==> src/rtl/vga_demo_pkg.sv <==
// -----------------------------------------------------------------------------
// vga_demo_pkg
// Shared types and constants for the bouncing-square VGA pixel-writer demo:
// canvas size, pixel coordinate/colour types, the top-level state enum and
// the colour-cycle helper.
// -----------------------------------------------------------------------------
package vga_demo_pkg;

   localparam int SCREEN_W = 160;
   localparam int SCREEN_H = 120;

   typedef logic [2:0] color_t;    // {R,G,B}
   typedef logic [7:0] coord_x_t;  // column 0..159
   typedef logic [6:0] coord_y_t;  // row 0..119

   typedef enum logic [1:0] {
      CLEAR,
      DRAW,
      WAIT,
      ERASE
   } state_t;

   localparam color_t COLOR_RESET = 3'b010;

   // Advance the box colour, skipping 0 so the box never matches the background.
   function automatic color_t next_color(input color_t c);
      return (c == 3'd7) ? 3'd1 : c + 3'd1;
   endfunction

endpackage

==> src/rtl/rect_rasterizer.sv <==
// -----------------------------------------------------------------------------
// rect_rasterizer
// Walks a rectangle one pixel per clock, x inner / y outer, and emits the
// pixel-plot strobe. The first pixel appears on the edge that samples start_i,
// and done_o pulses for one cycle right after the last pixel (plot_o=0 then).
// Start parameters, including the colour, are latched on start_i.
//
// Ports:
//   clk_i, rst_ni          clock, synchronous active-low reset
//   start_i                begin a new rectangle (sampled every clock)
//   x0_i, y0_i             top-left corner
//   width_i, height_i      rectangle size in pixels (>= 1)
//   color_i                colour for the whole rectangle
//   x_o, y_o, color_o      registered pixel outputs, valid while plot_o=1
//   plot_o                 pixel write strobe
//   done_o                 one-cycle pulse after the last pixel
// -----------------------------------------------------------------------------
module rect_rasterizer
   import vga_demo_pkg::*;
(
   input  logic     clk_i,
   input  logic     rst_ni,
   input  logic     start_i,
   input  coord_x_t x0_i,
   input  coord_y_t y0_i,
   input  coord_x_t width_i,
   input  coord_y_t height_i,
   input  color_t   color_i,
   output coord_x_t x_o,
   output coord_y_t y_o,
   output color_t   color_o,
   output logic     plot_o,
   output logic     done_o
);

   coord_x_t x_q, x_d, x_start_q, x_start_d, x_end_q, x_end_d;
   coord_y_t y_q, y_d, y_end_q, y_end_d;
   color_t   color_q, color_d;
   logic     plot_q, plot_d, done_q, done_d;

   always_comb begin
      // NOTE: every signal assigned here gets a default first, so no path leaves it unassigned and no latch is inferred.
      x_d       = x_q;
      y_d       = y_q;
      x_start_d = x_start_q;
      x_end_d   = x_end_q;
      y_end_d   = y_end_q;
      color_d   = color_q;
      plot_d    = plot_q;
      done_d    = 1'b0;
      if (start_i) begin
         x_d       = x0_i;
         y_d       = y0_i;
         x_start_d = x0_i;
         x_end_d   = x0_i + width_i - 8'd1;
         y_end_d   = y0_i + height_i - 7'd1;
         color_d   = color_i;
         plot_d    = 1'b1;
      end else if (plot_q) begin
         if (x_q != x_end_q) begin
            x_d = x_q + 8'd1;
         end else if (y_q != y_end_q) begin
            x_d = x_start_q;
            y_d = y_q + 7'd1;
         end else begin
            plot_d = 1'b0;
            done_d = 1'b1;
         end
      end
   end

   // NOTE: reset is sampled on the clock edge (synchronous), and all state uses non-blocking assignments so every flop sees pre-edge values.
   always_ff @(posedge clk_i) begin
      if (!rst_ni) begin
         x_q       <= '0;
         y_q       <= '0;
         x_start_q <= '0;
         x_end_q   <= '0;
         y_end_q   <= '0;
         color_q   <= '0;
         plot_q    <= 1'b0;
         done_q    <= 1'b0;
      end else begin
         x_q       <= x_d;
         y_q       <= y_d;
         x_start_q <= x_start_d;
         x_end_q   <= x_end_d;
         y_end_q   <= y_end_d;
         color_q   <= color_d;
         plot_q    <= plot_d;
         done_q    <= done_d;
      end
   end

   assign x_o     = x_q;
   assign y_o     = y_q;
   assign color_o = color_q;
   assign plot_o  = plot_q;
   assign done_o  = done_q;

endmodule

==> src/rtl/vga_demo_top.sv <==
// -----------------------------------------------------------------------------
// vga_demo_top
// Bouncing-square demo on a 160x120, 3-bit pixel-plot port. Clears the
// canvas, then loops DRAW -> WAIT (frame tick) -> ERASE -> DRAW, moving the
// box one pixel per axis per frame and bouncing off the canvas edges.
//
// Ports:
//   CLOCK_50    clock
//   KEY[0]      synchronous active-low reset
//   KEY[1]      colour-cycle button (active-low, synchronized, press = step)
//   KEY[2]      pause while low (holds the frame counter at terminal count)
//   KEY[3]      unused
//   VGA_X/VGA_Y/VGA_COLOR  pixel coordinate and colour, valid with plot
//   plot        pixel write strobe, one pixel per clock
//
// Build option: define VGA_DEMO_TRAIL_EN to skip the erase raster so the box
// leaves a trail; ERASE then only moves the box.
// -----------------------------------------------------------------------------
module vga_demo_top
   import vga_demo_pkg::*;
#(
   parameter int FRAME_TICKS = 833333,
   parameter int BOX_SIZE    = 4
) (
   input  logic       CLOCK_50,
   input  logic [3:0] KEY,
   output logic [7:0] VGA_X,
   output logic [6:0] VGA_Y,
   output logic [2:0] VGA_COLOR,
   output logic       plot
);

   localparam int TICK_W = (FRAME_TICKS > 1) ? $clog2(FRAME_TICKS) : 1;
   localparam logic [TICK_W-1:0] TICK_LAST = TICK_W'(FRAME_TICKS - 1);
   localparam coord_x_t X_LIMIT = coord_x_t'(SCREEN_W - BOX_SIZE);
   localparam coord_y_t Y_LIMIT = coord_y_t'(SCREEN_H - BOX_SIZE);
   localparam coord_x_t BOX_W   = coord_x_t'(BOX_SIZE);
   localparam coord_y_t BOX_H   = coord_y_t'(BOX_SIZE);

   logic rst_n;
   assign rst_n = KEY[0];

   logic unused_key3;
   assign unused_key3 = KEY[3];

   state_t            state_q;
   logic              launch_q;       // fires the CLEAR raster once after reset
   logic [TICK_W-1:0] tick_q;
   coord_x_t          bx_q, bx_d;
   coord_y_t          by_q, by_d;
   logic              dx_q, dx_d;     // 1 = +1, 0 = -1
   logic              dy_q, dy_d;
   color_t            color_q;
   logic              key1_meta_q, key1_sync_q, key1_prev_q;
   logic              key2_meta_q, key2_sync_q;

   logic     rs_start;
   coord_x_t rs_x0, rs_w;
   coord_y_t rs_y0, rs_h;
   color_t   rs_color;
   logic     r_done;
   logic     erase_done;
   logic     tick_end, go_erase;

   assign tick_end = (tick_q == TICK_LAST);
   assign go_erase = (state_q == WAIT) && tick_end && key2_sync_q;

`ifdef VGA_DEMO_TRAIL_EN
   assign erase_done = 1'b1;
`else
   assign erase_done = r_done;
`endif

   // Next position: reverse at the wall and move in the same step.
   always_comb begin
      dx_d = dx_q;
      if (dx_q && bx_q == X_LIMIT)       dx_d = 1'b0;
      else if (!dx_q && bx_q == '0)      dx_d = 1'b1;
      bx_d = dx_d ? bx_q + 8'd1 : bx_q - 8'd1;

      dy_d = dy_q;
      if (dy_q && by_q == Y_LIMIT)       dy_d = 1'b0;
      else if (!dy_q && by_q == '0)      dy_d = 1'b1;
      by_d = dy_d ? by_q + 7'd1 : by_q - 7'd1;
   end

   // Raster launch requests. Each follows the previous raster's done pulse
   // directly, leaving exactly one idle cycle between back-to-back rasters.
   always_comb begin
      rs_start = 1'b0;
      rs_x0    = '0;
      rs_y0    = '0;
      rs_w     = BOX_W;
      rs_h     = BOX_H;
      rs_color = '0;
      case (state_q)
         CLEAR: begin
            if (launch_q) begin
               rs_start = 1'b1;
               rs_w     = coord_x_t'(SCREEN_W);
               rs_h     = coord_y_t'(SCREEN_H);
            end else if (r_done) begin
               rs_start = 1'b1;
               rs_x0    = bx_q;
               rs_y0    = by_q;
               rs_color = color_q;
            end
         end
         WAIT: begin
`ifndef VGA_DEMO_TRAIL_EN
            if (go_erase) begin
               rs_start = 1'b1;
               rs_x0    = bx_q;
               rs_y0    = by_q;
            end
`endif
         end
         ERASE: begin
            if (erase_done) begin
               rs_start = 1'b1;
               rs_x0    = bx_d;
               rs_y0    = by_d;
               rs_color = color_q;
            end
         end
         default: ;
      endcase
   end

   always_ff @(posedge CLOCK_50) begin
      if (!rst_n) begin
         state_q     <= CLEAR;
         launch_q    <= 1'b1;
         tick_q      <= '0;
         bx_q        <= '0;
         by_q        <= '0;
         dx_q        <= 1'b1;
         dy_q        <= 1'b1;
         color_q     <= COLOR_RESET;
         key1_meta_q <= 1'b1;
         key1_sync_q <= 1'b1;
         key1_prev_q <= 1'b1;
         key2_meta_q <= 1'b1;
         key2_sync_q <= 1'b1;
      end else begin
         key1_meta_q <= KEY[1];
         key1_sync_q <= key1_meta_q;
         key1_prev_q <= key1_sync_q;
         key2_meta_q <= KEY[2];
         key2_sync_q <= key2_meta_q;
         launch_q    <= 1'b0;

         // Press = falling edge of the synchronized button.
         if (key1_prev_q && !key1_sync_q) color_q <= next_color(color_q);

         case (state_q)
            CLEAR: if (r_done) state_q <= DRAW;
            DRAW:  if (r_done) state_q <= WAIT;
            WAIT: begin
               if (tick_end) begin
                  // Paused: hold at terminal count until KEY[2] is released.
                  if (key2_sync_q) begin
                     tick_q  <= '0;
                     state_q <= ERASE;
                  end
               end else begin
                  tick_q <= tick_q + 1'b1;
               end
            end
            ERASE: begin
               if (erase_done) begin
                  bx_q    <= bx_d;
                  by_q    <= by_d;
                  dx_q    <= dx_d;
                  dy_q    <= dy_d;
                  state_q <= DRAW;
               end
            end
            default: state_q <= CLEAR;
         endcase
      end
   end

   rect_rasterizer u_raster (
      .clk_i    (CLOCK_50),
      .rst_ni   (rst_n),
      .start_i  (rs_start),
      .x0_i     (rs_x0),
      .y0_i     (rs_y0),
      .width_i  (rs_w),
      .height_i (rs_h),
      .color_i  (rs_color),
      .x_o      (VGA_X),
      .y_o      (VGA_Y),
      .color_o  (VGA_COLOR),
      .plot_o   (plot),
      .done_o   (r_done)
   );

endmodule

==> config.mk <==
export PLATFORM = sky130hd
export DESIGN_NAME = vga_demo_top
export DESIGN_NICKNAME = d
export VERILOG_FILES = /design/src/rtl/vga_demo_pkg.sv /design/src/rtl/rect_rasterizer.sv /design/src/rtl/vga_demo_top.sv
export SDC_FILE = /design/constraint.sdc
export NUM_CORES = 1
export LEC_CHECK = 0
export ABC_AREA = 1
export BUFFER_PORTS_ARGS = -buffer_cell sky130_fd_sc_hd__buf_2
export CORE_MARGIN = 3
export CORE_UTILIZATION = 40
export DETAILED_ROUTE_END_ITERATION = 10
export GPL_TIMING_DRIVEN = 1
export PLACE_DENSITY = 0.63
export SETUP_SLACK_MARGIN = 0.15
export SLEW_MARGIN = 20
export SYNTH_ARGS = -nofsm -noshare
export SYNTH_HDL_FRONTEND = slang
export SYNTH_SLANG_ARGS = --single-unit
==> constraint.sdc <==
create_clock -name CLOCK_50 -period 4.74 [get_ports CLOCK_50]
set_input_delay 0.474 -clock CLOCK_50 [delete_from_list [all_inputs] [get_ports CLOCK_50]]
set_output_delay 0.474 -clock CLOCK_50 [all_outputs]
set_load 0.02 [all_outputs]
==> flow_summary_export.csv <==
group,metric,value,unit
status,outcome,"finished, final reports clean",
clocking,hold_buffer_count_at_cts,0,
global_route,globalRouteTotalUtil,0.166,
synthesis,yosys.area.top_type,"dfxtp_1",
clocking,cts_max_level,3,
placed_design,detailedPlacementHpwl,8990,um
route,postRouteAntennaNets,0,
cells_and_area,area_growth_syn_to_layout,10.3,%
route,wl_per_cell,12.4,um
sta,finalSetupTns,0,ps
synthesis,netlist_instances,802,
sta,slew_headroom,0.553,
synthesis,synth_async_sr_flop_share,0,
sta,timing.final.crit_share,0.851,
clocking,cts-root-to-sink-buffers,2,
global_route,grt.overflow.total,0,
sta,worst_pin_slew,670,ps
route,drt_first_iter_violations,272,
synthesis,postSynth.topFlopCell,"dfxtp_1",
sta,holdWs,314,ps
synthesis,seq_area_frac_synth,0.325,
clocking,numCtsBuffers,9,
global_route,grt_pass1_wl,21600,um
clocking,clock_tree.root_cell,"clkbuf_16",
worst_setup_path,crit_type,"reg2reg",
power_and_ir_drop,power.share.switching,0.396,
sta,setup_viol_count_final,0,
power_and_ir_drop,p_clk_frac,0.271,
synthesis,synth.top_cell.area_share,0.325,
floorplan,num_rows,42,
cells_and_area,multi_input_gate_area,0.00324,mm2
floorplan,dieWidth,124,um
clocking,post_cts_setup_buffer_count,0,
sta,slew_viol_final,0,
sta,timing_hold_violations_final,0,
cells_and_area,regArea,0.00182,mm2
clocking,worstSkewPairLatency,350,ps
power_and_ir_drop,power.switching,1.14,mW
cells_and_area,final.fill_count,1439,
floorplan,design.portCount,24,
job,number_of_max_cap_violations,0,
route,routed_wl,12400,um
clocking,clock_sink_total,91,
power_and_ir_drop,p_int,1.74,mW
route,drc,0,
power_and_ir_drop,worst_ir_drop_vdd,0.234,mV
power_and_ir_drop,share_seq_of_total_power,0.343,
synthesis,synth.ff_latch_count,91,
synthesis,synth_edf_count,0,
worst_setup_path,worst_setup_path_start_kind,"register",
clocking,cts.clk_slew.worst_paths,70,ps
worst_setup_path,cp.required,4990,ps
sta,skew_final,8.57,ps
power_and_ir_drop,pwr-share-comb,0.386,
synthesis,syn-num-nets,851,
worst_setup_path,endpoint_kind,"register",
cells_and_area,drive_gt1_frac,0.0972,
route,avgViaCountPerCell,4.96,
sta,period_minus_slack,4030,ps
min_path,hold_path.class,"in2reg",
sta,timing.fmax,248,MHz
worst_setup_path,cp_common_cell,"nand2_1",
power_and_ir_drop,cellLeakagePower,2.87,nW
global_route,first_global_vias,4549,
power_and_ir_drop,power-per-cell-area,467,mW/mm2
route,vias,4958,
floorplan,die_area,0.0155,mm2
synthesis,synth.cell_area,0.00560,mm2
worst_setup_path,cp.arrival,4280,ps
floorplan,die_y,124,um
cells_and_area,antenna_diode_count,0,
floorplan,core_region_area,0.0135,mm2
clocking,post_cts.resized_instances,0,
worst_setup_path,critical_path.max_fanout,10,
global_route,pin_count_of_the_biggest_net_entering_global_routing,50,
placed_design,portBuffers,22,
global_route,grt_antenna_before_repair,0,
worst_setup_path,cell_with_the_largest_stage_delay_on_the_worst_path,"dfxtp_1",
synthesis,synth_top_cells_by_area,"dfxtp_1, nand2_1, ha_1",
cells_and_area,final_layout_net_count,867,
cells_and_area,mostFrequentLayoutCells,"nand2_1, inv_1, dfxtp_1",
worst_setup_path,slowest_delay,440,ps
synthesis,yosysWarningCount,0,
placed_design,routabilityCongestion,0.807,
sta,rsz0062_at_grt,"no",
floorplan,initial_core_util,0.416,
synthesis,synth_cell_type_count,44,
clocking,tritoncts,"built",
synthesis,synthesis.area_per_instance,6.98,um2
route,dr.pass1.iters,4,
cells_and_area,layout_commonest_cell,"nand2_1",
[stage by stage]
stage	util	std cells	instance area (um2)	power, mW	setup slack, ps
2_1_floorplan	-	802	5600	1.89	1280
3_3_place_gp	0.435	983	5850	2.11	707
3_5_place_dp	0.435	983	5850	2.12	707
4_1_cts	0.459	999	6180	2.92	684
5_1_grt	0.459	999	6180	3.14	194
6_report	0.459	999	6180	2.89	707
[path summary, 6_finish.rpt]
check	from	endpoint	slack, ps	cells after the start
setup reg to reg	bx_q[4]$_SDFFE_PN0P_	u_raster.x_end_q[7]$_SDFFE_PN0P_	710	27
hold / removal	KEY[1]	key1_meta_q$_SDFF_PN1_	310	2
setup / recovery	bx_q[4]$_SDFFE_PN0P_	u_raster.x_end_q[7]$_SDFFE_PN0P_	710	27
hold reg to reg	key1_meta_q$_SDFF_PN1_	key1_sync_q$_SDFF_PN1_	410	1
[power groups by stage]
stage,Combinational (mW),Sequential (mW),Clock (mW)
floorplan,0.840,1.05,0
global placement,1.10,1.01,0
detailed placement,1.11,1.01,0
CTS,1.12,0.991,0.806
global route,1.29,1.01,0.839
finish,1.11,0.990,0.783
[state kept, by name (all words and copies together) (netlist names)]
| signal | count |
|---|---|
| u_raster.y_end_q | 7 |
| by_q | 7 |
| u_raster.x_end_q | 8 |
| dy_q | 1 |
| dx_q | 1 |
| key1_sync_q | 1 |
| tick_q | 20 |
| u_raster.x_start_q | 8 |
| key2_sync_q | 1 |
| bx_q | 8 |
| u_raster.x_o | 8 |
| state_q | 2 |
| launch_q | 1 |
| key1_meta_q | 1 |
| u_raster.y_o | 7 |
| key1_prev_q | 1 |
| u_raster.done_o | 1 |
| color_q | 3 |
| u_raster.plot_o | 1 |
| u_raster.color_o | 3 |
| key2_meta_q | 1 |
[routing by layer]
layer | routed length [um] | up-vias | GRT usage
met4 | 144 | 0 | 0.0464
met2 | 5360 | 59 | 0.252
met1 | 6560 | 2227 | 0.240
li1 | - | 2663 | -
met3 | 378 | 9 | 0.0304
met5 | 0 | - | 0
[cell usage after synthesis, types with 2 or more instances]
master,number
o21bai_1,2
o21ai_1,2
nor3b_1,2
o21a_1,3
nand4_1,11
nand2_2,9
or2_2,10
a21oi_1,79
dfxtp_1,91
nor3_2,3
buf_6,3
nor4_1,3
buf_2,8
nor2_1,47
and2_1,2
inv_2,3
nor3_1,8
a211oi_1,3
nor2_2,6
fa_1,4
o211ai_1,6
o211a_1,3
a31oi_1,3
ha_1,40
nand3_1,45
xnor2_1,7
a221oi_1,2
nand2_1,181
o31ai_1,2
clkbuf_1,11
and3_1,2
o21ai_0,66
inv_1,109
xor2_1,14
a21o_1,2
nand3_2,2
[area by class of cell]
cell class,instances,share of cell area
clock inverters,7,0.0164
inverters,113,0.0687
well taps,176,0.0356
flip-flops and latches,91,0.295
repair buffers,27,0.0239
clock buffers,9,0.0365
multi-input cells,576,0.524
[cell families (layout without fill, tap and decap cells)]
group,Yosys count,count (layout),share of synthesized area
AO/OA/AOI/OAI,173,173,0.167
XOR/XNOR,21,21,0.0329
adder cells (fa/ha/maj),44,44,0.104
buffers and inverters,135,156,0.0963
flip-flops,91,91,0.325
AND/OR/NAND/NOR,338,338,0.274
[critical path, delay by kind of cell (launching register included)]
family,cells,cell delay (ps)
adder cells (fa/ha/maj),3,970
AO/OA/AOI/OAI,5,670
buffers and inverters,4,420
AND/OR/NAND/NOR,15,1410
flip-flops,1,440
Note: power is estimated with default switching activity, not from simulation.
